<file path="config.mk">
export PLATFORM = sky130hd
export DESIGN_NAME = parallel_bus_slave
export DESIGN_NICKNAME = d
export VERILOG_FILES = /design/src/rtl/parallel_pkg.sv /design/src/rtl/sync_fifo.sv /design/src/rtl/parallel_bus_slave.sv
export SDC_FILE = /design/constraint.sdc
export NUM_CORES = 1
export LEC_CHECK = 0
export CORE_AREA = 2 2 192 118
export CTS_CLUSTER_DIAMETER = 80
export DETAILED_ROUTE_END_ITERATION = 10
export DIE_AREA = 0 0 194 120
export GPL_TIMING_DRIVEN = 0
export PLACE_DENSITY = 0.84
export SKIP_LAST_GASP = 1
export SLEW_MARGIN = 10
export SYNTH_ARGS = -nofsm -noshare
export SYNTH_HDL_FRONTEND = slang
export SYNTH_SLANG_ARGS = --single-unit
</file>
<file path="constraint.sdc">
create_clock -name CLK_50 -period 3.51 [get_ports CLK_50]
set_input_delay 0.8775 -clock CLK_50 [delete_from_list [all_inputs] [get_ports CLK_50]]
set_output_delay 0.8775 -clock CLK_50 [all_outputs]
set_load 0.03 [all_outputs]
</file>
<file path="src/rtl/parallel_pkg.sv">
// Purpose : shared types and constants for the Raspberry Pi parallel-bus slave.
// Latency : n/a (types only).
// Backpressure: n/a.
package parallel_pkg;

  // Frame-level FSM states.
  typedef enum logic [1:0] {
    ST_IDLE   = 2'd0,
    ST_HEADER = 2'd1,
    ST_WRITE  = 2'd2,
    ST_READ   = 2'd3
  } bus_state_t;

  // Bit of the header word that selects a host read (1) or host write (0).
  function automatic int hdr_read_bit(input int data_w);
    return data_w - 1;
  endfunction

endpackage

</file>
<file path="src/rtl/sync_fifo.sv">
// Purpose : single-clock first-word-fall-through FIFO with occupancy output.
// Latency : pushed word visible on rd_data one cycle after the push edge.
// Backpressure: push ignored when full unless a pop happens in the same cycle.
//
// Ports: clk/rst_n (async active-low), wr_en/wr_data push side,
//        rd_en/rd_data/empty pop side (rd_data valid whenever !empty),
//        level = words currently stored (0..DEPTH).
module sync_fifo #(
  parameter int WIDTH = 8,
  parameter int DEPTH = 16
) (
  input  logic                     clk,
  input  logic                     rst_n,
  input  logic                     wr_en,
  input  logic [WIDTH-1:0]         wr_data,
  input  logic                     rd_en,
  output logic [WIDTH-1:0]         rd_data,
  output logic                     empty,
  output logic [$clog2(DEPTH):0]   level
);

  localparam int AW = $clog2(DEPTH);
  localparam int LW = AW + 1;
  localparam logic [LW-1:0] FULL_LVL = LW'(DEPTH);

  logic [WIDTH-1:0] mem [DEPTH];
  logic [AW-1:0]    wr_ptr;
  logic [AW-1:0]    rd_ptr;
  logic             full;
  logic             do_push;
  logic             do_pop;

  assign empty   = (level == '0);
  assign full    = (level == FULL_LVL);
  assign do_pop  = rd_en & ~empty;
  // A pop in the same cycle frees a slot, so a full FIFO can still accept.
  assign do_push = wr_en & (~full | do_pop);
  assign rd_data = mem[rd_ptr];

  // Storage needs no reset: level gates every read.
  always_ff @(posedge clk) begin
    if (do_push) begin
      mem[wr_ptr] <= wr_data;
    end
  end

  // DEPTH is a power of two, so the pointers wrap naturally.
  always_ff @(posedge clk or negedge rst_n) begin
    if (!rst_n) begin
      wr_ptr <= '0;
      rd_ptr <= '0;
      level  <= '0;
    end else begin
      if (do_push) wr_ptr <= wr_ptr + 1'b1;
      if (do_pop)  rd_ptr <= rd_ptr + 1'b1;
      case ({do_push, do_pop})
        2'b10:   level <= level + LW'(1);
        2'b01:   level <= level - LW'(1);
        default: level <= level;
      endcase
    end
  end

endmodule

</file>
<file path="src/rtl/parallel_bus_slave.sv">
// Purpose : Raspberry Pi parallel-header slave; framed host writes to RX FIFO, host reads from TX FIFO.
// Latency : SYNC_STAGES+2 CLK_50 cycles from pclk rise at the pin to RX update / new pdata_out.
// Backpressure: host has none (RX full drops + rx_overflow, TX empty reads 0 + tx_underflow); FPGA side valid/ready.
//
// Ports: CLK_50/iRSTN clock and async active-low reset; pclk/pcs_n/pdata_in host inputs
//        (asynchronous); pdata_out/pdata_oe host read bus and tristate enable;
//        rx_data/rx_valid/rx_ready FWFT RX stream; tx_data/tx_valid/tx_ready TX push;
//        rx_level RX occupancy; rx_overflow/tx_underflow sticky flags cleared by err_clr.
module parallel_bus_slave
  import parallel_pkg::*;
#(
  parameter int DATA_W      = 8,
  parameter int RX_DEPTH    = 16,
  parameter int TX_DEPTH    = 16,
  parameter int SYNC_STAGES = 2
) (
  input  logic                        CLK_50,
  input  logic                        iRSTN,
  input  logic                        pclk,
  input  logic                        pcs_n,
  input  logic [DATA_W-1:0]           pdata_in,
  output logic [DATA_W-1:0]           pdata_out,
  output logic                        pdata_oe,
  output logic [DATA_W-1:0]           rx_data,
  output logic                        rx_valid,
  input  logic                        rx_ready,
  input  logic [DATA_W-1:0]           tx_data,
  input  logic                        tx_valid,
  output logic                        tx_ready,
  output logic [$clog2(RX_DEPTH):0]   rx_level,
  output logic                        rx_overflow,
  output logic                        tx_underflow,
  input  logic                        err_clr
);

  localparam int HDR_BIT = hdr_read_bit(DATA_W);
  localparam int RX_LW   = $clog2(RX_DEPTH) + 1;
  localparam int TX_LW   = $clog2(TX_DEPTH) + 1;
  localparam logic [RX_LW-1:0] RX_FULL_LVL = RX_LW'(RX_DEPTH);
  localparam logic [TX_LW-1:0] TX_FULL_LVL = TX_LW'(TX_DEPTH);

  // ---------------------------------------------------------------------------
  // Input synchronisers. pcs_n idles high so its chain resets to 1, which keeps
  // reset release from looking like a chip-select falling edge.
  // ---------------------------------------------------------------------------
  logic [SYNC_STAGES-1:0] pclk_sync;
  logic [SYNC_STAGES-1:0] pcs_sync;
  logic [DATA_W-1:0]      data_sync [SYNC_STAGES];
  logic                   pclk_d;
  logic                   pcs_d;

  always_ff @(posedge CLK_50 or negedge iRSTN) begin
    if (!iRSTN) begin
      pclk_sync <= '0;
      pcs_sync  <= '1;
      for (int i = 0; i < SYNC_STAGES; i++) begin
        data_sync[i] <= '0;
      end
      pclk_d <= 1'b0;
      pcs_d  <= 1'b1;
    end else begin
      pclk_sync    <= {pclk_sync[SYNC_STAGES-2:0], pclk};
      pcs_sync     <= {pcs_sync[SYNC_STAGES-2:0], pcs_n};
      data_sync[0] <= pdata_in;
      for (int i = 1; i < SYNC_STAGES; i++) begin
        data_sync[i] <= data_sync[i-1];
      end
      pclk_d <= pclk_sync[SYNC_STAGES-1];
      pcs_d  <= pcs_sync[SYNC_STAGES-1];
    end
  end

  logic              s_pclk;
  logic              s_pcs_n;
  logic [DATA_W-1:0] s_data;
  logic              strobe;
  logic              pcs_fall;

  assign s_pclk   = pclk_sync[SYNC_STAGES-1];
  assign s_pcs_n  = pcs_sync[SYNC_STAGES-1];
  assign s_data   = data_sync[SYNC_STAGES-1];
  // Chip select already high suppresses the strobe: deassert wins.
  assign strobe   = s_pclk & ~pclk_d & ~s_pcs_n;
  assign pcs_fall = ~s_pcs_n & pcs_d;

  // One registered stage between the strobe and the FSM so every host-visible
  // effect lands a fixed SYNC_STAGES+2 cycles after the pin edge.
  logic              strb_q;
  logic [DATA_W-1:0] data_q;

  always_ff @(posedge CLK_50 or negedge iRSTN) begin
    if (!iRSTN) begin
      strb_q <= 1'b0;
      data_q <= '0;
    end else begin
      strb_q <= strobe;
      if (strobe) data_q <= s_data;
    end
  end

  // ---------------------------------------------------------------------------
  // Frame FSM: state register / next state / outputs.
  // ---------------------------------------------------------------------------
  bus_state_t state;
  bus_state_t state_nxt;
  logic       strb_act;

  // A strobe reaching the FSM in the same cycle chip select is seen high is dropped.
  assign strb_act = strb_q & ~s_pcs_n;

  always_ff @(posedge CLK_50 or negedge iRSTN) begin
    if (!iRSTN) state <= ST_IDLE;
    else        state <= state_nxt;
  end

  always_comb begin
    state_nxt = state;
    case (state)
      ST_IDLE: begin
        if (pcs_fall) state_nxt = ST_HEADER;
      end
      ST_HEADER: begin
        if (s_pcs_n)       state_nxt = ST_IDLE;
        else if (strb_act) state_nxt = data_q[HDR_BIT] ? ST_READ : ST_WRITE;
      end
      ST_WRITE, ST_READ: begin
        if (s_pcs_n) state_nxt = ST_IDLE;
      end
      default: state_nxt = ST_IDLE;
    endcase
  end

  logic rx_push;
  logic tx_load;
  logic out_clr;

  always_comb begin
    pdata_oe = (state == ST_READ);
    rx_push  = (state == ST_WRITE) & strb_act;
    // The TX head is loaded on the header strobe that enters READ and on
    // every strobe inside READ.
    tx_load  = strb_act & (((state == ST_HEADER) & data_q[HDR_BIT]) | (state == ST_READ));
    out_clr  = (state != ST_IDLE) & (state_nxt == ST_IDLE);
  end

  // ---------------------------------------------------------------------------
  // FIFOs
  // ---------------------------------------------------------------------------
  logic              rx_empty;
  logic              rx_pop;
  logic              rx_full;
  logic [DATA_W-1:0] tx_head;
  logic              tx_empty;
  logic              tx_pop;
  logic              tx_push;
  logic [TX_LW-1:0]  tx_level;

  assign rx_valid = ~rx_empty;
  assign rx_pop   = rx_valid & rx_ready;
  assign rx_full  = (rx_level == RX_FULL_LVL);

  assign tx_ready = (tx_level != TX_FULL_LVL);
  assign tx_push  = tx_valid & tx_ready;
  assign tx_pop   = tx_load & ~tx_empty;

  sync_fifo #(.WIDTH(DATA_W), .DEPTH(RX_DEPTH)) u_rx_fifo (
    .clk     (CLK_50),
    .rst_n   (iRSTN),
    .wr_en   (rx_push),
    .wr_data (data_q),
    .rd_en   (rx_pop),
    .rd_data (rx_data),
    .empty   (rx_empty),
    .level   (rx_level)
  );

  sync_fifo #(.WIDTH(DATA_W), .DEPTH(TX_DEPTH)) u_tx_fifo (
    .clk     (CLK_50),
    .rst_n   (iRSTN),
    .wr_en   (tx_push),
    .wr_data (tx_data),
    .rd_en   (tx_pop),
    .rd_data (tx_head),
    .empty   (tx_empty),
    .level   (tx_level)
  );

  // ---------------------------------------------------------------------------
  // Host read bus and sticky error flags
  // ---------------------------------------------------------------------------
  logic ovf_set;
  logic unf_set;

  // A full RX still accepts when the FPGA side pops in the same cycle.
  assign ovf_set = rx_push & rx_full & ~rx_pop;
  assign unf_set = tx_load & tx_empty;

  always_ff @(posedge CLK_50 or negedge iRSTN) begin
    if (!iRSTN) begin
      pdata_out    <= '0;
      rx_overflow  <= 1'b0;
      tx_underflow <= 1'b0;
    end else begin
      // A word left on the bus at frame end is discarded, not returned to TX.
      if (out_clr)      pdata_out <= '0;
      else if (tx_load) pdata_out <= tx_empty ? '0 : tx_head;
      // A new error wins over a simultaneous clear.
      rx_overflow  <= (rx_overflow  & ~err_clr) | ovf_set;
      tx_underflow <= (tx_underflow & ~err_clr) | unf_set;
    end
  end

endmodule

</file>
# ---- After elaboration in Yosys (flattened, before gate mapping)
# Memory sizes are Yosys's and may differ from the RTL's.
# Index checks and enable logic that the tools add are counted.
# Widths: inputs -> output; s select.
dict set report op_classes {
  n_addsub 8
  n_eq_ne 10
  muxes 15
  bitwise_logic 33
  reduce_logical 9
}
# cell n
set ops {}
lappend ops {{$mux 8} 3}
lappend ops {{$and 1x1->1} 20}
lappend ops {{$pmux 5 s2} 2}
lappend ops {{$add 4x1->4 const B} 4}
lappend ops {{$add 5x1->5 const B} 2}
lappend ops {{$eq 5x5->1 const B} 2}
lappend ops {{$logic_not 5->1} 2}
lappend ops {{$sub 5x1->5 const B} 2}
lappend ops {{$eq 2x2->1 const B} 4}
lappend ops {{$mux 2} 4}
lappend ops {{$not 1->1} 8}
lappend ops {{$reduce_bool 2->1} 4}
lappend ops {{$eq 2x1->1 const B} 3}
lappend ops {{$pmux 2 s3} 1}
lappend ops {{$mux 1} 5}
lappend ops {{$ne 5x5->1 const B} 1}
lappend ops {{$or 1x1->1} 5}
lappend ops {{$logic_not 2->1} 2}
lappend ops {{$reduce_or 2->1} 1}
dict set report totals {
  ff_bits 69
  mem_bits_rw 256
  out_inout_bits 26
  mem_count 2
}
# name words width rd rd_clocked_by_memory_dff wr line
set memory_table {}
lappend memory_table {u_rx_fifo.mem 16 8 1 0 1 sync_fifo.sv:26} ;# logic [WIDTH-1:0] mem [DEPTH];
lappend memory_table {u_tx_fifo.mem 16 8 1 0 1 sync_fifo.sv:26}

# ---- Depth between registers and ports, before layout
dict set report logic_depth {
  depth_word 10
  ltp_mapped 12
  ltp_nobuf 10
}

# ---- Cells and area by module
# From an unflattened synthesis, not the netlist that was laid out.
dict set report hier_totals {
  hier_cells 673
  area_unflattened_um2 12924.9
}
# mod n_inst cells_per_inst area_per_inst_um2 seq_area_each_um2
set modules_own_cells {}
lappend modules_own_cells {{sync_fifo (u_rx_fifo)} 1 285 5761.8 4169.0}
lappend modules_own_cells {{sync_fifo (u_tx_fifo)} 1 304 5753.0 4169.0}
lappend modules_own_cells {parallel_bus_slave 1 84 1410.1 1079.8}

# ---- Worst setup path before layout
# OpenSTA, ideal clock, no wires.
dict set report synth_path {
  path_kind {input -> register}
  startpoint {input rx_ready}
  endpoint {memory u_rx_fifo.mem[0][0] (enable)}
  arrival_time_ns 2.415
  slack_ns 0.697
  cell_stages 4
  n_path_buf 1
  path_cell_list {inv_1 -> a31oi_2 -> buf_2 -> nor4b_1}
}
dict set report synth_via {
  elab_chain_cells 6
}
# element line
set synth_rtl {}
lappend synth_rtl {{start: declaration} parallel_bus_slave.sv:26} ;# input logic rx_ready,
lappend synth_rtl {{$and 1x1->1} parallel_bus_slave.sv:159} ;# assign rx_pop = rx_valid & rx_ready;
lappend synth_rtl {{$and 1x1->1} sync_fifo.sv:35} ;# assign do_pop = rd_en & ~empty;
lappend synth_rtl {{$or 1x1->1} sync_fifo.sv:37} ;# assign do_push = wr_en & (~full | do_pop);
lappend synth_rtl {{$and 1x1->1} sync_fifo.sv:37}
lappend synth_rtl {{$mux 1} sync_fifo.sv:42} ;# if (do_push) begin
lappend synth_rtl {{$mux 1 (not written as such)} sync_fifo.sv:43} ;# mem[wr_ptr] <= wr_data;
lappend synth_rtl {{end: declaration} sync_fifo.sv:26}
# Every way passes these cells.

# ---- Worst setup path in the final report
dict set report layout_path {
  startpoint {register u_rx_fifo.rd_ptr[0]}
  endpoint {output rx_data[7]}
}
dict set report layout_via {
  elab_chain_cells 1
}
# element line
set layout_rtl {}
lappend layout_rtl {{start: declaration} sync_fifo.sv:28} ;# logic [AW-1:0] rd_ptr;
lappend layout_rtl {{start signal: assignment} sync_fifo.sv:55} ;# if (do_pop) rd_ptr <= rd_ptr + 1'b1;
lappend layout_rtl {{$mem_v2 16x8} --}
lappend layout_rtl {{end: declaration} parallel_bus_slave.sv:24} ;# output logic [DATA_W-1:0] rx_data,
# Every way passes these cells.

==> results.cfg <==
[run_status]
status = finished, final reports clean

[grt]
grt_pass1_vias = 6790
grt.total_usage_pct = 24.1
antenna_found_initial = 0
grt_pass1_wl_um = 41400
grt_max_degree = 60
grt-ovfl-total = 0

[synthesis]
synth_seq_cells = 325
synthSimpleGateAreaFrac_pct = 3.78
netlist_instances = 644
netlist_area_mm2 = 0.0128
synth_xor_xnor_area_share_pct = 1.44
yosysWarningCount = 0
synth_nets = 685
seq_area_frac_synth_pct = 73.8
synth.avg_cell_area_um2 = 19.8
postSynth.asyncResetShare_pct = 21.2
synth_top_flop_cell = edfxtp_1
synth_compound_area_share_pct = 2.41
synth.area.mux_share_pct = 15.2
synth_edf_count = 256
synth_cell_type_count = 51
synth_top_family_by_area = multiplexers
synthAdderAreaFrac_pct = 1.82

[clock_tree]
htreeDepth = 1
numCtsBuffers = 29
insertion_delay_ns = 0.56
clk_path_buf_depth = 3
cts.sinks = 325
path_clk_slew_ns = 0.06
cts_tree = yes
postCtsHoldBufs = 0
cts_root_buf = clkbuf_16

[placement]
place_hpwl_um = 17300
io_buffers = 48
gp_congestion = 0.851
dp_slack_ns = -0.223

[floorplan]
die-area_mm2 = 0.0233
coreArea_mm2 = 0.0217
die_w_um = 194
start_util_pct = 58.9
die_h_um = 120
placementRows = 42
boundaryPins = 49

[timing]
drv_slew = 0
period_needed_ns = 3.46
tightest_slew_ns = 1.05
max_freq_mhz = 289
tns_ns = 0
setup_ws_ns = 0.0529
hold_violations = 0
finClkSkew_ns = 0.0152
setup_viol = 0
period_share_pct = 98.5
max_slew_margin_pct = 29.9

[setup_path]
r2r-start = pcs_sync[1]
crit_path_max_incr_delay_ns = 0.58
reg2reg_depth = 6
startpoint_type = flop
critPathCaptureType = primary output
reg2reg_to = u_rx_fifo.mem[12][3]
cp_slowest_cell = mux4_2
critPathTopFamily = multiplexers
worst-setup-path-type = reg -> out
critical_path.cell_chain = buf_8 -> buf_12 -> mux4_2 -> mux4_2 -> buf_4
worst_ep_required_time_ns = 2.63
cp_max_fo = 10
crit_arrival_ns = 2.58
r2r_slack_ns = 0.18
critPathBufInv = 3
crit_top_cell = mux4_2

[routing]
wire_per_inst_um = 26.0
totalWireLength_um = 27100
drtIter0Drc = 696
antenna_left = 0
route.vias.total = 6540
dr.pass1.iters = 5
drc = 0
routed_via_density = 6.28

[power_and_ir_drop]
ir_worst_vdd_uv = 503
p_leak_uw = 0.00498
powerDensity_mw_per_mm2 = 705

[layout]
seqCellArea_mm2 = 0.00942
layout.nets = 773
drive_gt1_share_pct = 23.6
areaGrowthSynthToFinish_pct = 15.3
nFillCells = 1277
multiInputGateArea_mm2 = 0.00319
utilization_pct = 68.0

[hold_path]
hold_path_class = in -> async

[job]
drv_cap = 0
==> metrics by stage <==
step | area [µm²] | power [µW] | instances | hold slack (ns)
final | 14700 | 10400 | 1042 | 0.172
after global routing | 14700 | 10800 | 1041 | 0.168
after CTS | 14600 | 10300 | 1036 | 0.161
after detailed placement | 13700 | 7190 | 983 | 0.337
after global placement | 13600 | 7030 | 978 | 0.334
after floorplan | 12800 | 6370 | 644 | 0.331
==> registers in the layout, indices dropped and copies added (netlist names), 5 cells and up <==
register and count:
data_q 8, u_tx_fifo.mem 128, data_sync 8, u_rx_fifo.level 5, u_rx_fifo.mem 128, s_data 8, u_tx_fifo.level 5, pdata_out 8
==> worst max path at each step <==
stage                          endpoint  depth (start not counted)           startpoint
floorplan           u_rx_fifo.mem[0][0]                          4             rx_ready
global placement    u_rx_fifo.mem[0][2]                          5             rx_ready
detailed placement           rx_data[7]                          5  u_rx_fifo.rd_ptr[1]
CTS                          rx_data[7]                          5  u_rx_fifo.rd_ptr[0]
global route                 rx_data[7]                          3  u_rx_fifo.rd_ptr[2]
finish                       rx_data[7]                          5  u_rx_fifo.rd_ptr[0]
==> cells in the final DEF (no fill, tap or decap), types with 8 or more instances in the layout <==
| master | Yosys | layout |
|---|---|---|
| clkdlybuf4s50_1 | 0 | 39 |
| mux2_2 | 11 | 11 |
| mux4_2 | 72 | 72 |
| ha_1 | 17 | 17 |
| mux2i_1 | 17 | 17 |
| clkbuf_16 | 0 | 29 |
| buf_4 | 0 | 11 |
| and2_1 | 10 | 10 |
| dfrtp_1 | 66 | 65 |
| nor2_1 | 23 | 23 |
| inv_1 | 18 | 18 |
| buf_2 | 12 | 15 |
| edfxtp_1 | 256 | 256 |
| o221ai_1 | 8 | 8 |
| nand2_1 | 25 | 25 |
| xnor2_1 | 16 | 16 |
| clkbuf_1 | 15 | 19 |
==> cell type report <==
type,count,area share [%]
Inverter,18,0.459
Buffer,30,1.25
Antenna cell,1,0.0170
Timing Repair Buffer,58,3.64
Multi-Input combinational cell,270,21.7
Sequential cell,325,64.0
Clock inverter,16,1.28
Tap cell,286,2.43
Clock buffer,38,5.23
==> where the power goes <==
part           switching, µW  internal, µW  total, µW
registers                283          4540       4820
clock network           1340          1840       3180
logic                   1320          1060       2380
total                   2940          7440      10400
==> logic make-up after synthesis <==
| logic type | Yosys count |
|---|---|
| mux | 102 |
| simple gates | 92 |
| xor+xnor | 21 |
| fa+ha+maj | 18 |
| buf+inv | 49 |
| compound gates | 37 |
| flops | 325 |
==> synth_stat cells (2+ instances only) <==
master	count	area, µm²
edfxtp_1	256	7690
mux4_2	72	1620
dfrtp_1	66	1650
nand2_1	25	93.8
nor2_1	23	86.3
inv_1	18	67.6
ha_1	17	213
mux2i_1	17	170
xnor2_1	16	140
clkbuf_1	15	56.3
buf_2	12	60.1
mux2_2	11	124
and2_1	10	62.6
o221ai_1	8	70.1
o21ai_0	6	30.0
a21oi_1	5	25.0
nand2b_1	5	31.3
nand4_1	5	31.3
nor3_1	5	25.0
xor2_1	5	43.8
buf_1	4	15.0
nor4b_1	4	35.0
and3b_1	3	26.3
dfstp_2	3	78.8
a31oi_2	2	25.0
mux2_1	2	22.5
nand3_1	2	10.0
nor2b_1	2	12.5
nor3b_1	2	15.0
o32ai_1	2	17.5
==> per-layer routing <==
metal,routed length (µm),track usage (%),share of wire (%),vias to the layer above
met3,2300,5.28,8.5,41
met5,0,0,0,-
met4,653,6.49,2.4,0
met1,11600,35.7,43,3397
li1,-,-,-,2735
met2,12500,37.1,46,367
==> repair_timing <==
action	4_1_cts	5_1_grt
gates resized for setup	57	5
cloned	0	0
setup buffers	0	5
endpoints found under the setup margin	8	6
Note: power is estimated with default switching activity, not from simulation.
